## src/rtl/exec_writeback_unit.sv

```systemverilog
`default_nettype none
// ============================================================================
// Module      : exec_writeback_unit
// Description : Execute/writeback stage. Owns the 8x16 register file, runs
//               single-cycle ALU ops through a one-stage EX register, writes
//               back one cycle later and forwards the in-flight result.
//               Optional iterative shift-add multiply (opcode 7) stalls the
//               front end while it runs; enabled by defining EXEC_MUL_EN.
//               Without EXEC_MUL_EN opcode 7 is a NOP and stall is tied low.
// Revision    : 1.0 - initial release
// ============================================================================
module exec_writeback_unit #(
    parameter int DATA_W     = 16,
    parameter int NREGS      = 8,
    parameter int MUL_CYCLES = 16
) (
    input  logic                       clk,
    input  logic                       rstn,
    input  logic                       in_valid,
    input  logic [3:0]                 opcode,
    input  logic [$clog2(NREGS)-1:0]   rs1,
    input  logic [$clog2(NREGS)-1:0]   rs2,
    input  logic [$clog2(NREGS)-1:0]   rd,
    input  logic [5:0]                 imm,
    input  logic                       src2_sel,
    input  logic                       out_sel,
    input  logic                       reg_we,
    output logic                       stall,
    output logic                       wb_valid,
    output logic [$clog2(NREGS)-1:0]   wb_addr,
    output logic [DATA_W-1:0]          wb_data,
    output logic                       zero_flag,
    output logic                       carry_flag,
    input  logic [$clog2(NREGS)-1:0]   dbg_addr,
    output logic [DATA_W-1:0]          dbg_data
);

    localparam int         c_AW     = $clog2(NREGS);
    localparam logic [3:0] c_OP_ADD = 4'd0;
    localparam logic [3:0] c_OP_SUB = 4'd1;
    localparam logic [3:0] c_OP_AND = 4'd2;
    localparam logic [3:0] c_OP_OR  = 4'd3;
    localparam logic [3:0] c_OP_XOR = 4'd4;
    localparam logic [3:0] c_OP_SLL = 4'd5;
    localparam logic [3:0] c_OP_SRL = 4'd6;
    localparam logic [3:0] c_OP_MUL = 4'd7;

    // Elaboration-time sanity check on the configuration
    if ((MUL_CYCLES < 1) || (DATA_W < 6)) begin : g_cfg_check
        $error("exec_writeback_unit: MUL_CYCLES must be >= 1 and DATA_W >= 6");
    end

    logic [DATA_W-1:0] r_regs [NREGS];
    logic              r_wb_valid;
    logic [c_AW-1:0]   r_wb_addr;
    logic [DATA_W-1:0] r_wb_data;
    logic              r_zero;
    logic              r_carry;

    logic              w_stall;
    logic              w_accept;
    logic              w_single;
    logic              w_is_alu;
    logic              w_alu_carry;
    logic [DATA_W-1:0] w_imm_ext;
    logic [DATA_W-1:0] w_op_a;
    logic [DATA_W-1:0] w_rf_b;
    logic [DATA_W-1:0] w_op_b;
    logic [DATA_W-1:0] w_alu_res;

    assign w_imm_ext = {{(DATA_W-6){imm[5]}}, imm};

    // Operand fetch: r0 reads zero, pending EX result overrides the file
    always_comb begin
        w_op_a = r_regs[rs1];
        if (rs1 == '0) begin
            w_op_a = '0;
        end else if (r_wb_valid && (r_wb_addr == rs1)) begin
            w_op_a = r_wb_data;
        end
        w_rf_b = r_regs[rs2];
        if (rs2 == '0) begin
            w_rf_b = '0;
        end else if (r_wb_valid && (r_wb_addr == rs2)) begin
            w_rf_b = r_wb_data;
        end
        w_op_b = src2_sel ? w_imm_ext : w_rf_b;
    end

    // Single-cycle ALU; multiply is handled by the iterative unit below
    always_comb begin
        w_alu_res   = '0;
        w_alu_carry = 1'b0;
        w_is_alu    = 1'b1;
        case (opcode)
            c_OP_ADD: {w_alu_carry, w_alu_res} = {1'b0, w_op_a} + {1'b0, w_op_b};
            c_OP_SUB: begin
                w_alu_res   = w_op_a - w_op_b;
                w_alu_carry = (w_op_a < w_op_b);
            end
            c_OP_AND: w_alu_res = w_op_a & w_op_b;
            c_OP_OR:  w_alu_res = w_op_a | w_op_b;
            c_OP_XOR: w_alu_res = w_op_a ^ w_op_b;
            c_OP_SLL: w_alu_res = w_op_a << w_op_b[3:0];
            c_OP_SRL: w_alu_res = w_op_a >> w_op_b[3:0];
            default:  w_is_alu  = 1'b0;
        endcase
    end

`ifdef EXEC_MUL_EN
    localparam int                 c_CNT_W    = (MUL_CYCLES > 1) ? $clog2(MUL_CYCLES) : 1;
    localparam logic [c_CNT_W-1:0] c_CNT_LOAD = c_CNT_W'(MUL_CYCLES - 1);

    typedef enum logic [0:0] {
        ST_IDLE = 1'b0,
        ST_MUL  = 1'b1
    } state_t;

    state_t             r_state;
    logic [c_CNT_W-1:0] r_cnt;
    logic               r_stall;
    logic [DATA_W-1:0]  r_mcand;
    logic [DATA_W-1:0]  r_mplier;
    logic [DATA_W-1:0]  r_acc;
    logic [c_AW-1:0]    r_mul_rd;
    logic               r_mul_we;

    logic               w_start_mul;
    logic               w_mul_done;
    logic [DATA_W-1:0]  w_acc_next;

    assign w_accept    = in_valid & ~r_stall;
    // Opcode 7 with out_sel=1 is a plain load-immediate and needs no multiply
    assign w_start_mul = w_accept & (opcode == c_OP_MUL) & ~out_sel;
    assign w_single    = w_accept & (w_is_alu | ((opcode == c_OP_MUL) & out_sel));
    assign w_mul_done  = (r_state == ST_MUL) && (r_cnt == '0);
    assign w_acc_next  = r_acc + (r_mplier[0] ? r_mcand : '0);
    assign w_stall     = r_stall;

    // Multiply FSM: one shift-add step per cycle, LSB of multiplier first
    always_ff @(posedge clk) begin
        if (!rstn) begin
            r_state  <= ST_IDLE;
            r_cnt    <= '0;
            r_stall  <= 1'b0;
            r_mcand  <= '0;
            r_mplier <= '0;
            r_acc    <= '0;
            r_mul_rd <= '0;
            r_mul_we <= 1'b0;
        end else begin
            case (r_state)
                ST_IDLE: begin
                    if (w_start_mul) begin
                        r_state  <= ST_MUL;
                        r_cnt    <= c_CNT_LOAD;
                        r_stall  <= 1'b1;
                        r_mcand  <= w_op_a;
                        r_mplier <= w_op_b;
                        r_acc    <= '0;
                        r_mul_rd <= rd;
                        r_mul_we <= reg_we;
                    end
                end
                ST_MUL: begin
                    r_acc    <= w_acc_next;
                    r_mcand  <= r_mcand << 1;
                    r_mplier <= r_mplier >> 1;
                    if (r_cnt == '0) begin
                        r_state <= ST_IDLE;
                        r_stall <= 1'b0;
                    end else begin
                        r_cnt <= r_cnt - c_CNT_W'(1);
                    end
                end
                default: begin
                    r_state <= ST_IDLE;
                    r_stall <= 1'b0;
                end
            endcase
        end
    end
`else
    assign w_stall  = 1'b0;
    assign w_accept = in_valid;
    assign w_single = w_accept & w_is_alu;
`endif

    // EX register, flags and register-file writeback
    always_ff @(posedge clk) begin
        if (!rstn) begin
            for (int i = 0; i < NREGS; i++) begin
                r_regs[i] <= '0;
            end
            r_wb_valid <= 1'b0;
            r_wb_addr  <= '0;
            r_wb_data  <= '0;
            r_zero     <= 1'b0;
            r_carry    <= 1'b0;
        end else begin
            if (r_wb_valid) begin
                r_regs[r_wb_addr] <= r_wb_data;
            end
            r_wb_valid <= 1'b0;
            if (w_single) begin
                r_wb_valid <= reg_we && (rd != '0);
                r_wb_addr  <= rd;
                r_wb_data  <= out_sel ? w_imm_ext : w_alu_res;
                if (!out_sel) begin
                    r_zero  <= (w_alu_res == '0);
                    r_carry <= w_alu_carry;
                end
            end
`ifdef EXEC_MUL_EN
            else if (w_mul_done) begin
                r_wb_valid <= r_mul_we && (r_mul_rd != '0);
                r_wb_addr  <= r_mul_rd;
                r_wb_data  <= w_acc_next;
                r_zero     <= (w_acc_next == '0);
                r_carry    <= 1'b0;
            end
`endif
        end
    end

    assign stall      = w_stall;
    assign wb_valid   = r_wb_valid;
    assign wb_addr    = r_wb_addr;
    assign wb_data    = r_wb_data;
    assign zero_flag  = r_zero;
    assign carry_flag = r_carry;
    assign dbg_data   = r_regs[dbg_addr];

endmodule
`default_nettype wire

```

## config.mk

```make
export PLATFORM = sky130hd
export DESIGN_NAME = exec_writeback_unit
export DESIGN_NICKNAME = d
export VERILOG_FILES = /design/src/rtl/exec_writeback_unit.sv
export SDC_FILE = /design/constraint.sdc
export NUM_CORES = 1
export LEC_CHECK = 0
export ABC_AREA = 0
export ABC_CLOCK_PERIOD_IN_PS = 4800
export BUFFER_PORTS_ARGS = -buffer_cell sky130_fd_sc_hd__clkbuf_2
export CAP_MARGIN = 25
export CORE_MARGIN = 1
export CORE_UTILIZATION = 57
export CTS_BUF_LIST = sky130_fd_sc_hd__clkbuf_16
export DETAILED_ROUTE_END_ITERATION = 6
export MAX_ROUTING_LAYER = met4
export PLACE_DENSITY = 0.78
export SLEW_MARGIN = 10
export SYNTH_ARGS = -nofsm -noshare
export SYNTH_HDL_FRONTEND = slang
export SYNTH_SLANG_ARGS = --single-unit
```

## constraint.sdc

```tcl
create_clock -name clk -period 4.8 [get_ports clk]
set_input_delay 0.48 -clock clk [delete_from_list [all_inputs] [get_ports clk]]
set_output_delay 0.48 -clock clk [all_outputs]
set_load 0.02 [all_outputs]
```

After elaboration in Yosys (flattened, before gate mapping)
Memory sizes are Yosys's and may differ from the RTL's.
Index checks and enable logic that the tools add are counted.

word-level totals
  register bits after elaboration = 22
  bits in writable memories = 128
  input bits = 28
  logic and storage cells = 52
  memories kept = 1

memories
  name    words  width  read ports  clocked after memory_dff  write ports  line  source
  r_regs  8      16     3           0                         8            53    logic [DATA_W-1:0] r_regs [NREGS];

operators by class
  add/sub/neg operators = 2
  order comparisons = 1
  equality and inequality tests = 8
  shifts and indexed selects = 2
  multiplexer cells = 16
  bitwise gates (word level) = 5
  reduce and logical (&&, ||, !) cells = 12

operators with widths
  operator                                             count
  2-to-1 mux 16 bit                                    7
  one-hot mux 16 bit (7 select lines)                  1
  adder 16 x 16 -> 17 bit                              1
  bitwise AND 16 bit                                   1
  logical NOT 16 bit                                   1
  < comparator 16 bit                                  1
  OR 16 bit                                            1
  OR reduction 16 bit                                  1
  left shift 16 x 4 -> 16 bit                          1
  right shift 16 x 4 -> 16 bit                         1
  subtractor 16 bit                                    1
  XOR 16 bit                                           1
  equality test 4 x 3 -> 1 bit, second input constant  3
  equality test 4 x 2 -> 1 bit, second input constant  2
  OR reduction 7 bit                                   1
  equality test 3 bit                                  2
  logical NOT 3 bit                                    2
  2-to-1 mux 1 bit                                     6
  equality test 4 x 1 -> 1 bit, second input constant  1
  logical NOT 4 bit                                    1
  AND reduction 2 bit                                  2
  logical AND 1 bit                                    3
  2-to-1 mux 3 bit                                     1
  nonzero test 3 bit                                   1
  other kinds (3)                                      3

Depth between registers and ports, before layout
  depth in word-level cells = 8
  mapped depth = 23
  depth with buffers taken out = 19

Least setup slack after synthesis
Ideal clock, no wire load.

  path type = input port to flip-flop
  start point = input port rs2[0]
  end point = register r_zero, in the netlist zero_flag
  data arrival time = 4890 ps
  data required time = 4731 ps
  setup slack = -159 ps
  stages = 22
  cell sequence = buf_4 buf_6 mux4_2 mux2_2 nand3_1 and2_1 buf_2 buf_2 ha_1 clkbuf_1 nor2b_1 o311a_1 o211ai_1 o21ai_0 o41ai_1 mux2i_1 xnor2_1 o2111ai_1 nor4b_2 nand4_1 or4_1 o21ai_1

on the way
  longest elaborated chain between the ends = 8

ends and longest elaborated chain
  element                                                                      line  source
  start, declared                                                              22    input logic [$clog2(NREGS)-1:0] rs2,
  parallel branches: the longest is 3 deep, another holds memory (8 x 16 bit)  n/a
  2-to-1 mux 16 bit *                                                          82    if (rs2 == '0) begin
  2-to-1 mux 16 bit *                                                          87    w_op_b = src2_sel ? w_imm_ext : w_rf_b;
  subtractor 16 bit (tied with other cells)                                    98    w_alu_res = w_op_a - w_op_b;
  one-hot mux 16 bit (7 select lines) *                                        95    case (opcode)
  logical NOT 16 bit *                                                         210   r_zero <= (w_alu_res == '0);
  end signal, assigned                                                         210
  end, declared                                                                57    logic r_zero;

Mark *: on every way between the ends.
A chain may end at the register's enable or synchronous reset.

==> impl_metrics.json <==
{
  "status": "finished with violations",
  "failed_checks": "design-rule violations, negative setup slack",
  "r2r_slack_ns": -0.06,
  "avgRoutedWirePerCell_um": 29.7,
  "setup.worst_path.class": "flip-flop to flip-flop",
  "synth-compound-area-share_pct": 13.2,
  "clock_skew_ns": 0.0245,
  "async_reset_ff_share_pct": 0,
  "first_iter_violations": 1758,
  "ff2ff_path_depth": 19,
  "vias": 12416,
  "hold_viol_final": 0,
  "design_area_mm2": 0.0157,
  "io-pin-count": 67,
  "grt_antenna_before_repair": 2,
  "first_pass_grt_wire_length_um": 74200,
  "drive_above_1_share_pct": 35.1,
  "synth.mux.area_fraction_pct": 25.1,
  "grt_remaining_overflow": 0,
  "timing.critical_path.required_ns": 5.17,
  "post_layout_min_period_ns": 4.86,
  "synth.lib_cells_used.distinct": 75,
  "most-common-layout-cells": "208 x buf_4, 135 x and2_1, 128 x edfxtp_1, 94 x mux4_2, 87 x nand2_1",
  "synth_top_family_by_area": "multiplexers",
  "ys_seq_elements": 150,
  "min-delay-path-class": "primary input to flip-flop",
  "layout_worst_path_cycle_share_pct": 101,
  "tritoncts": "done",
  "post_synth_and_or_nand_nor_area_fraction_pct": 17.0,
  "start_util_pct": 58.4,
  "cts_buffers": 17,
  "detailedPlace.worstSlack_ns": -0.387,
  "critical_path.most_common_cell": "o21ai_1",
  "placement.cell_area_mm2": 0.0147,
  "cp_data_arrival_time_ns": 5.23,
  "layout_fillers": 1513,
  "antenna_left": 0,
  "min-delay-start": "reg_we",
  "power_per_cell_area_mw_per_mm2": 281,
  "die_area_mm2": 0.0231,
  "design.core.area_mm2": 0.0220,
  "mostFrequentLayoutCell": "buf_4",
  "setup-tns-final_ns": -0.0599,
  "regToRegEndpoint": "zero_flag",
  "syn2layout_area_growth_pct": 22.4,
  "gpl_congestion": 1.10,
  "synth_top_flop_cell": "edfxtp_1",
  "cts.reportedPaths.clkPinSlew_ns": 0.08,
  "postSynthAreaPerCell_um2": 10.3,
  "layout.nets": 1529,
  "drc": 3,
  "netlist_area_mm2": 0.0128,
  "cellLeakagePower_nw": 6.40,
  "wl_um": 51700,
  "cts_root_buf": "clkbuf_16",
  "finalMaxSlewViolations": 0,
  "ir_worst_vdd_v": 0.000264,
  "synth_sequential_area_ratio_pct": 33.4,
  "place.port_buffers": 65,
  "max_freq_mhz": 206,
  "cap_violations": 0,
  "die_h_um": 152,
  "synth_edf_count": 128,
  "post_synth_fa_ha_maj_area_fraction_pct": 5.09,
  "hpwl_um": 35900,
  "critical_path.reg2reg.startpoint": "r_regs[3][1]",
  "slowest_delay_ns": 0.52,
  "ys.warnings.count": 0,
  "critical-path-slowest-cell": "edfxtp_1",
  "crit_path_start_kind": "flip-flop",
  "crit_path_cell_trace": "mux4_2 -> mux2_2 -> mux2i_4 -> nor2_4 -> inv_1 -> fa_2 -> nor2b_1 -> o311a_1 -> buf_4 -> o211ai_1 -> o21ai_1 -> o41ai_2 -> mux2i_1 -> xnor2_1 -> o2111ai_2 -> nor4b_2 -> nand4_1 -> or4_1 -> o21ai_1",
  "endpoint_kind": "flip-flop",
  "yosys.area_share.xor_xnor_pct": 1.23,
  "post_synthesis_instance_total": 1249,
  "clock_latency_late_sink_ns": 0.45,
  "die_x_um": 152,
  "timing.hold.worst_endpoint": "wb_valid",
  "grt_pass1_vias": 12130,
  "finalSetupViolations": 1,
  "number_of_cell_rows": 54,
  "clock_tree.htree_level_count": 4,
  "largest_net_degree_at_the_start_of_global_routing": 33,
  "clockBufferDepth": 2,
  "sequential_cell_area_mm2": 0.00429,
  "detail_route.first_pass.iterations": 7,
  "timing_worst_slew_pin_value_ns": 1.19,
  "max_slew_margin_pct": 20.3,
  "timing.critical_path.fanout_max": 5,
  "multi_input_gate_area_mm2": 0.00818,
  "cts.sinks": 150,
  "holdPathStages": 3,
  "groute.usage.overall_pct": 44.8,
  "fin_ws_ns": -0.0599,
  "average_vias_per_placed_instance": 7.12,
  "syn-num-nets": 1328
}
worst max path at each step:
stage,startpoint,to,slack [ns],cells past startpoint
after CTS,r_regs[3][1],zero_flag,0.02,19
after floorplan,rs2[0],zero_flag,0.02,22
after detailed placement,rs2[0],zero_flag,-0.39,21
final,r_regs[3][1],zero_flag,-0.06,19
after global placement,rs2[0],zero_flag,-0.32,20
after global routing,r_regs[3][1],zero_flag,-0.14,19
critical path, delay by kind of cell, from the launching register on:
family | cells | cell delay (ns)
buf+inv | 2 | 0.24
compound gates | 6 | 1.33
xor+xnor | 1 | 0.25
fa+ha+maj | 1 | 0.23
simple gates | 5 | 1.03
flops | 1 | 0.52
mux | 4 | 1.17
through the flow:
step | total power [mW] | cells | hold slack, ns | utilization, %
6_report | 4.42 | 1744 | 0.271 | 71.6
5_1_grt | 4.52 | 1744 | 0.261 | 71.6
4_1_cts | 4.30 | 1728 | 0.252 | 69.9
3_5_place_dp | 2.85 | 1694 | 0.480 | 67.0
3_3_place_gp | 2.84 | 1688 | 0.467 | 66.6
2_1_floorplan | 2.31 | 1249 | 0.527 | -
power by group:
part	total (mW)	internal, mW	leakage (nW)	switching [mW]
registers	1.52	1.46	1.50	0.0630
logic	1.44	0.623	4.59	0.813
clock network	1.46	0.791	0.300	0.672
total	4.42	2.87	6.40	1.55
final cells by class:
class | count | area share [%]
Timing Repair Buffer | 286 | 13.3
Inverter | 49 | 1.19
Clock buffer | 17 | 2.71
Sequential cell | 150 | 27.3
Multi-Input combinational cell | 946 | 52.1
Clock inverter | 15 | 1.19
Antenna cell | 1 | 0.0159
Tap cell | 280 | 2.23
metal layers:
metal	global-route usage, %	vias to the layer above	routed length [um]
li1	-	5104	-
met1	55.7	5935	18500
met2	68.1	1110	23200
met3	11.7	267	6960
met4	22.2	0	3070
met5	-	-	0
synthesized netlist by cell type (3+ instances only):
cell type | count | area [um2]
nand2_1 | 90 | 338
nor3_1 | 41 | 205
edfxtp_1 | 128 | 3840
or3_1 | 5 | 31.3
a21oi_1 | 46 | 230
a221oi_1 | 6 | 52.6
inv_1 | 46 | 173
nor2_1 | 73 | 274
ha_1 | 49 | 613
buf_4 | 5 | 37.5
buf_6 | 3 | 33.8
dfxtp_1 | 22 | 440
o21ai_0 | 70 | 350
buf_2 | 19 | 95.1
mux2i_1 | 67 | 671
nand2b_1 | 11 | 68.8
mux2_2 | 32 | 360
nand3_1 | 25 | 125
o31ai_1 | 8 | 60.1
and2_1 | 137 | 857
o22ai_1 | 11 | 68.8
a211oi_1 | 7 | 52.6
mux2i_4 | 3 | 67.6
o221ai_1 | 7 | 61.3
o21a_1 | 4 | 30.0
xnor2_1 | 16 | 140
a2111oi_0 | 3 | 26.3
a31oi_1 | 11 | 68.8
o211ai_1 | 26 | 195
a21boi_0 | 13 | 97.6
or2_2 | 6 | 37.5
nor4_1 | 6 | 37.5
o32ai_1 | 3 | 26.3
mux4_2 | 94 | 2120
o2bb2ai_1 | 3 | 26.3
buf_1 | 15 | 56.3
nor2b_1 | 9 | 56.3
nand4_1 | 8 | 50.1
a22oi_1 | 8 | 60.1
a32oi_1 | 7 | 61.3
clkbuf_1 | 62 | 233
state kept, by name (all words and copies together), names as in the netlist:
register	cells
carry_flag	1
r_regs	128
wb_addr	3
wb_data	16
wb_valid	1
zero_flag	1
cells by family (layout without fill, tap and decap cells):
logic type,Yosys count,after routing
compound gates,257,257
xor+xnor,18,18
fa+ha+maj,51,51
buf+inv,153,367
flops,150,150
mux,197,197
other cells,1,2
simple gates,422,422
timing repair:
action                                  4_1_cts  5_1_grt
endpoints found under the setup margin        1        5
resized for setup                             4       63
endpoints found under the hold margin         0        0
pin swaps                                     4       20
setup buffers                                 2       13
hold buffers                                  0        0
No activity file was read; power rests on OpenSTA's default activity.
